### src/rtl/shift_register_ctrl.sv
// Sequencer that drives an external 4-mode shift_register through clear, load and shift steps.
// Optional build macro SHIFT_REGISTER_CTRL_ROTATE_EN enables rotating shifts via cmd_rot.
module shift_register_ctrl #(
  parameter int WIDTH = 4,
  parameter int CNT_W = 3
) (
  input  logic             clk,
  input  logic             clr,
  input  logic             cmd_valid,
  output logic             cmd_ready,
  input  logic [1:0]       cmd_op,
  input  logic             cmd_load,
  input  logic             cmd_rot,
  input  logic             cmd_fill,
  input  logic [CNT_W-1:0] cmd_count,
  input  logic [WIDTH-1:0] cmd_data,
  input  logic [WIDTH-1:0] sr_q,
  output logic             sr_s1,
  output logic             sr_s0,
  output logic             sr_r_in,
  output logic             sr_l_in,
  output logic             sr_clr,
  output logic [WIDTH-1:0] sr_d,
  output logic             busy,
  output logic             done,
  output logic [WIDTH-1:0] result
);

  typedef enum logic [2:0] {S_IDLE, S_CLR, S_LOAD, S_SHIFT, S_DONE} state_t;

  // Command opcodes share their encoding with the shift_register mode pins.
  localparam logic [1:0] OP_CLEAR = 2'b00;
  localparam logic [1:0] OP_RIGHT = 2'b01;
  localparam logic [1:0] OP_LEFT  = 2'b10;
  localparam logic [1:0] OP_LOAD  = 2'b11;
  localparam logic [CNT_W-1:0] CNT_ONE = CNT_W'(1);

  state_t           state_q, state_d;
  logic [1:0]       op_q, op_d;
  logic             rot_q, rot_d;
  logic             fill_q, fill_d;
  logic [CNT_W-1:0] cnt_q, cnt_d;
  logic [WIDTH-1:0] data_q, data_d;
  logic [WIDTH-1:0] result_q, result_d;

  logic [1:0] sr_mode;
  logic       sr_clr_c;
  logic       rot_req;
  logic       shift_in;
  logic       is_shift_q;

`ifdef SHIFT_REGISTER_CTRL_ROTATE_EN
  assign rot_req  = cmd_rot;
  assign shift_in = rot_q ? ((op_q == OP_RIGHT) ? sr_q[0] : sr_q[WIDTH-1]) : fill_q;
`else
  logic unused_rot;
  assign unused_rot = cmd_rot ^ rot_q;
  assign rot_req    = 1'b0;
  assign shift_in   = fill_q;
`endif

  assign is_shift_q = (op_q == OP_RIGHT) || (op_q == OP_LEFT);

  always_comb begin
    // NOTE: every signal gets a default before the case so no path leaves it unassigned (no latches).
    state_d  = state_q;
    op_d     = op_q;
    rot_d    = rot_q;
    fill_d   = fill_q;
    cnt_d    = cnt_q;
    data_d   = data_q;
    result_d = result_q;
    sr_mode  = 2'b00;
    sr_d     = '0;
    sr_r_in  = 1'b0;
    sr_l_in  = 1'b0;
    sr_clr_c = 1'b1;

    unique case (state_q)
      S_IDLE: begin
        if (cmd_valid) begin
          op_d   = cmd_op;
          rot_d  = rot_req;
          fill_d = cmd_fill;
          cnt_d  = cmd_count;
          data_d = cmd_data;
          if (cmd_op == OP_CLEAR)                 state_d = S_CLR;
          else if (cmd_op == OP_LOAD || cmd_load) state_d = S_LOAD;
          else if (cmd_count != '0)               state_d = S_SHIFT;
          else                                    state_d = S_DONE;
        end
      end
      S_CLR: begin
        sr_clr_c = 1'b0;
        state_d  = S_DONE;
      end
      S_LOAD: begin
        sr_mode = OP_LOAD;
        sr_d    = data_q;
        state_d = (is_shift_q && cnt_q != '0) ? S_SHIFT : S_DONE;
      end
      S_SHIFT: begin
        sr_mode = op_q;
        if (op_q == OP_RIGHT) sr_r_in = shift_in;
        else                  sr_l_in = shift_in;
        cnt_d = cnt_q - CNT_ONE;
        if (cnt_q == CNT_ONE) state_d = S_DONE;
      end
      S_DONE: begin
        result_d = sr_q;
        state_d  = S_IDLE;
      end
      default: state_d = S_IDLE;
    endcase
  end

  always_ff @(posedge clk or negedge clr) begin
    if (!clr) begin
      state_q  <= S_IDLE;
      op_q     <= OP_CLEAR;
      rot_q    <= 1'b0;
      fill_q   <= 1'b0;
      cnt_q    <= '0;
      data_q   <= '0;
      result_q <= '0;
    end else begin
      // NOTE: non-blocking assignments so all state updates see pre-edge values.
      state_q  <= state_d;
      op_q     <= op_d;
      rot_q    <= rot_d;
      fill_q   <= fill_d;
      cnt_q    <= cnt_d;
      data_q   <= data_d;
      result_q <= result_d;
    end
  end

  assign {sr_s1, sr_s0} = sr_mode;
  // The controlled register clears together with the controller.
  assign sr_clr    = clr & sr_clr_c;
  assign cmd_ready = clr & (state_q == S_IDLE);
  assign busy      = (state_q != S_IDLE);
  assign done      = (state_q == S_DONE);
  assign result    = result_q;

endmodule

### config.mk
export PLATFORM = sky130hd
export DESIGN_NAME = shift_register_ctrl
export DESIGN_NICKNAME = d
export VERILOG_FILES = /design/src/rtl/shift_register_ctrl.sv
export SDC_FILE = /design/constraint.sdc
export NUM_CORES = 1
export LEC_CHECK = 0
export BUFFER_PORTS_ARGS = -buffer_cell sky130_fd_sc_hd__buf_4
export CORE_MARGIN = 5
export CORE_UTILIZATION = 52
export CTS_CLUSTER_DIAMETER = 200
export DETAILED_ROUTE_END_ITERATION = 10
export PLACE_DENSITY = 0.82
export SYNTH_ARGS = -nofsm -noshare
export SYNTH_HDL_FRONTEND = slang
export SYNTH_SLANG_ARGS = --single-unit
### constraint.sdc
create_clock -name clk -period 3.8 [get_ports clk]
set_input_delay 0.57 -clock clk [delete_from_list [all_inputs] [get_ports clk]]
set_output_delay 0.57 -clock clk [all_outputs]
set_load 0.005 [all_outputs]
[Word-level counts from Yosys, hierarchy flattened]
Cells that the tools add are included.
Word-level totals
  output and inout port bits: 16
  logic and storage cells: 47
  RAM bits: 0
  bits in read-only memories: 0
  bits in latches: 0
  bits of input ports: 19
  memories: 0
  bits in registers: 17
Cells by class
  multiply operators: 0
  muxes and demuxes: 16
  order comparisons: 0
  add/sub/neg operators: 1
  div/mod/pow operators: 0
  bitwise operators: 2
  shifts and indexed selects: 0
  eq/ne operators: 10
  reduce and logical (&&, ||, !) cells: 12
Operators with widths (number)
  3-bit two-way mux: 7
  3-bit case mux with 4 select lines: 1
  3-bit nonzero test: 3
  3-bit by 1-bit == test with 1-bit output (second input constant): 2
  3-bit by 2-bit == test with 1-bit output (second input constant): 2
  3-bit case mux with 2 select lines: 1
  2-bit AND reduction: 3
  1-bit two-way mux: 5
  2-bit == test (second input constant): 2
  4-bit two-way mux: 1
  2-bit inequality test (second input constant): 2
  2-bit case mux with 2 select lines: 1
  3-bit == test (second input constant): 1
  3-bit zero test: 1
  3-bit by 1-bit subtractor with 3-bit output (second input constant): 1
  1-bit bitwise AND: 2
  2-bit by 1-bit == test with 1-bit output (second input constant): 1
  2-bit zero test: 1
  1-bit logical OR: 2
  2-bit nonzero test: 1
  1-bit logical AND: 1

[Depth between registers and ports, before layout]
  word-level depth: 6
  mapped depth: 5
  gate-level depth less buffers: 5

[Least setup slack after synthesis]
Ideal clock, no wire load.
  path kind: register -> output
  start: reg state_q[1]
  end: out cmd_ready
  stages on the path, launching flop included: 4
  path slack: 2.199 ns
  arrival: 1.031 ns
  buffers on the path: 1
  cells stage by stage: dfrtp_1 buf_6 nor3_1 and2_1
Between the ends
  longest elaborated chain between the ends: 2
Ends and longest elaborated chain
  start, declared: line 38  | state_t state_q, state_d;
  start signal, assigned: line 128  | state_q <= state_d;
  3-bit zero test: line 141  | assign cmd_ready = clr & (state_q == S_IDLE);
  1-bit bitwise AND: line 141
  end, declared: line 10  | output logic cmd_ready,
Every way passes these cells.

[Worst setup path after layout]
  start: reg state_q[0]
  end: out busy
Between the ends
  longest elaborated chain between the ends: 1
Ends and longest elaborated chain
  3-bit nonzero test: line 142  | assign busy = (state_q != S_IDLE);
  end, declared: line 24  | output logic busy,
Every way passes these cells.

==> impl_metrics.json <==
{
  "cts.clk_slew.worst_paths_ns": 0.10,
  "detailed_place.area_sq_um": 1250,
  "antenna_found_initial": 0,
  "grt_pass1_wl_microns": 3380,
  "fin_nets": 147,
  "diodes": 0,
  "cp_max_fo": 12,
  "synthSimpleGateAreaFrac_pct": 19.0,
  "final_area_sq_um": 1280,
  "ys_seq_area_share_pct": 41.8,
  "cts-root-buf": "clkbuf_4",
  "leakage_nw": 0.645,
  "fin_worst_skew_ns": 0.00144,
  "numPortBuffers": 33,
  "cp.arrival_ns": 1.62,
  "avgSynthCellArea_sq_um": 11.3,
  "setup_viol": 0,
  "routed_wl_microns": 2080,
  "min_period_ns": 2.19,
  "rows": 16,
  "cts_tree": "done",
  "path_class": "reg2out",
  "synth_fa_ha_area_share_pct": 4.91,
  "synth_top_family_by_area": "simple AND/OR/NAND/NOR gates",
  "grt_setup_unrepaired": "false",
  "syn_nets": 113,
  "postCtsSetupRepairBufs": 0,
  "gp_congestion": 0.752,
  "cts.sinks": 17,
  "clock.fmax_ghz": 0.456,
  "globalRouteTotalUtil_pct": 15.9,
  "syn_inst": 90,
  "start_util_pct": 53.0,
  "grt_pass1_vias": 790,
  "finalSetupTns_ns": 0,
  "ctsHoldBuffers": 0,
  "critical_path.max_stage_delay_ns": 0.52,
  "worstRegToRegCells": 2,
  "synth_xor_xnor_area_share_pct": 0,
  "antenna_left": 0,
  "synth_compound_area_share_pct": 10.6,
  "n_fill_cell": 170,
  "die_width_microns": 54.3,
  "drtIter0Drc": 5,
  "post_cts_resize_count": 0,
  "ys_types": 33,
  "hold_path.class": "in2async",
  "ios": 35,
  "dr_total_vias": 807,
  "drive_gt1_share_pct": 41.5,
  "htree_levels": 1,
  "worst_pin_slew_ns": 0.492,
  "cts_made_buffers": 3,
  "first_pass_iters": 4,
  "grt_start_max_net_pins": 20,
  "hold_violations": 0,
  "yosys_warnings": 0,
  "crit_slowest_cell": "dfrtp_1",
  "fin_crit_sh_pct": 57.7,
  "die_h_microns": 54.3,
  "fin_util_pct": 66.7,
  "report.final.slew_viol_count": 0,
  "ys_ff_latch": 17,
  "status": "finished clean",
  "multi_input_area_sq_um": 522,
  "viasPerCell": 5.38,
  "grt.overflow.total": 0,
  "area_growth_pct": 25.9,
  "cp-end-kind": "primary output",
  "async_flop_share_pct": 100,
  "seqCellArea_sq_um": 425,
  "synthesis.area_sq_um": 1020,
  "muxShareOfSynthArea_pct": 16.7,
  "hold-worst-slack_ns": 0.122,
  "wl_per_cell_microns": 13.8,
  "core_area_sq_um": 1920,
  "required_ns": 3.23,
  "power_density_nw_per_um2": 677,
  "cp-start-kind": "register",
  "drc": 0,
  "synth_ff_type": "dfrtp_1",
  "dpl.hpwl_microns": 1610,
  "worstPathCellList": "nor3_1 -> inv_1 -> buf_4",
  "ir_drop_uv": 376,
  "synth_edf_count": 0,
  "die_area_sq_um": 2940,
  "drv_cap": 0,
  "cts_buffer_depth": 2,
  "timing.slew.headroom_pct": 66.9,
  "insertion_delay_ns": 0.29
}
cell type report:
cell class | count | share of cell area (%)
inverters | 7 | 2.05
clock buffers | 3 | 1.76
clock inverters | 1 | 0.390
multi-input cells | 62 | 40.7
well taps | 27 | 2.63
repair buffers | 33 | 19.3
flip-flops and latches | 17 | 33.2
state kept, by name, summed over array words and instances (netlist names):
| signal | flops |
|---|---|
| cnt_q | 3 |
| op_q | 2 |
| result | 4 |
| state_q | 3 |
| fill_q | 1 |
| data_q | 4 |
critical path: cells and delay by family, from the launching register on:
kind,cells,cell delay (ns)
flops,1,0.52
simple gates,1,0.48
buf+inv,2,0.32
final timing paths:
kind                                               end  slack, ns              startpoint
worst max-delay path                              busy       1.61  state_q[0]$_DFFE_PN0P_
worst min-delay path             data_q[3]$_DFFE_PN0P_       0.12                     clr
worst max register to register      fill_q$_DFFE_PN0P_       2.13  state_q[0]$_DFFE_PN0P_
worst min register to register   data_q[0]$_DFFE_PN0P_       0.51   data_q[0]$_DFFE_PN0P_
max in group asynchronous       state_q[1]$_DFFE_PN0P_       3.49                     clr
min in group clk                 data_q[2]$_DFFE_PN0P_       0.50             cmd_data[2]
cells in the final DEF (no fill, tap or decap), types with 2 or more instances in the layout:
cell type	synthesis	routed
mux2i_1	2	2
inv_1	7	7
and2_1	6	6
nor2_1	3	3
dfrtp_1	17	17
mux2_4	7	7
a21oi_1	3	3
buf_4	0	33
nor2b_1	2	2
nand4_1	2	2
nand2b_1	3	3
nand3_1	3	3
mux2_2	4	4
clkbuf_4	0	3
o21a_1	2	2
o211ai_1	2	2
ha_1	4	4
nor3_1	3	3
per-layer routing:
layer / vias up / track usage [%] / part of all wire (%)
met2: 32 / 26.5 / 45
met3: 2 / 3.00 / 9.1
met5: - / 0 / 0
met4: 0 / 6.22 / 1.3
li1: 388 / - / -
met1: 385 / 20.3 / 45
power breakdown:
part           internal (mW)  switching (mW)  total [mW]
clock                 0.0392          0.0588      0.0980
combinational          0.257           0.172       0.429
sequential             0.268          0.0734       0.341
cells by family after synthesis:
family	after synthesis
AND/OR/NAND/NOR	30
flip-flops	17
AO/OA/AOI/OAI	15
multiplexers	13
buffers and inverters	11
adder cells (fa/ha/maj)	4
per-stage QoR:
| step | cells | power [mW] | worst slack, ns |
|---|---|---|---|
| finish | 150 | 0.868 | 1.61 |
| global route | 150 | 0.944 | 1.43 |
| CTS | 150 | 0.877 | 1.60 |
| floorplan | 90 | 0.639 | 2.20 |
| detailed placement | 146 | 0.777 | 1.94 |
| global placement | 146 | 0.759 | 1.98 |
synth_stat cells, types with 2 or more instances:
library cell	n	share of area, %
nand2b_1	3	1.8
ha_1	4	4.9
nor2_1	3	1.1
inv_1	7	2.6
and2_1	6	3.7
dfrtp_1	17	42
nor2b_1	2	1.2
buf_6	4	4.4
o21a_1	2	1.5
nand3_1	3	1.5
mux2_2	4	4.4
nor3_1	3	1.5
o211ai_1	2	1.5
mux2_4	7	10
nand4_1	2	1.2
a21oi_1	3	1.5
mux2i_1	2	2.0
Power figures use the tool's default switching activity.
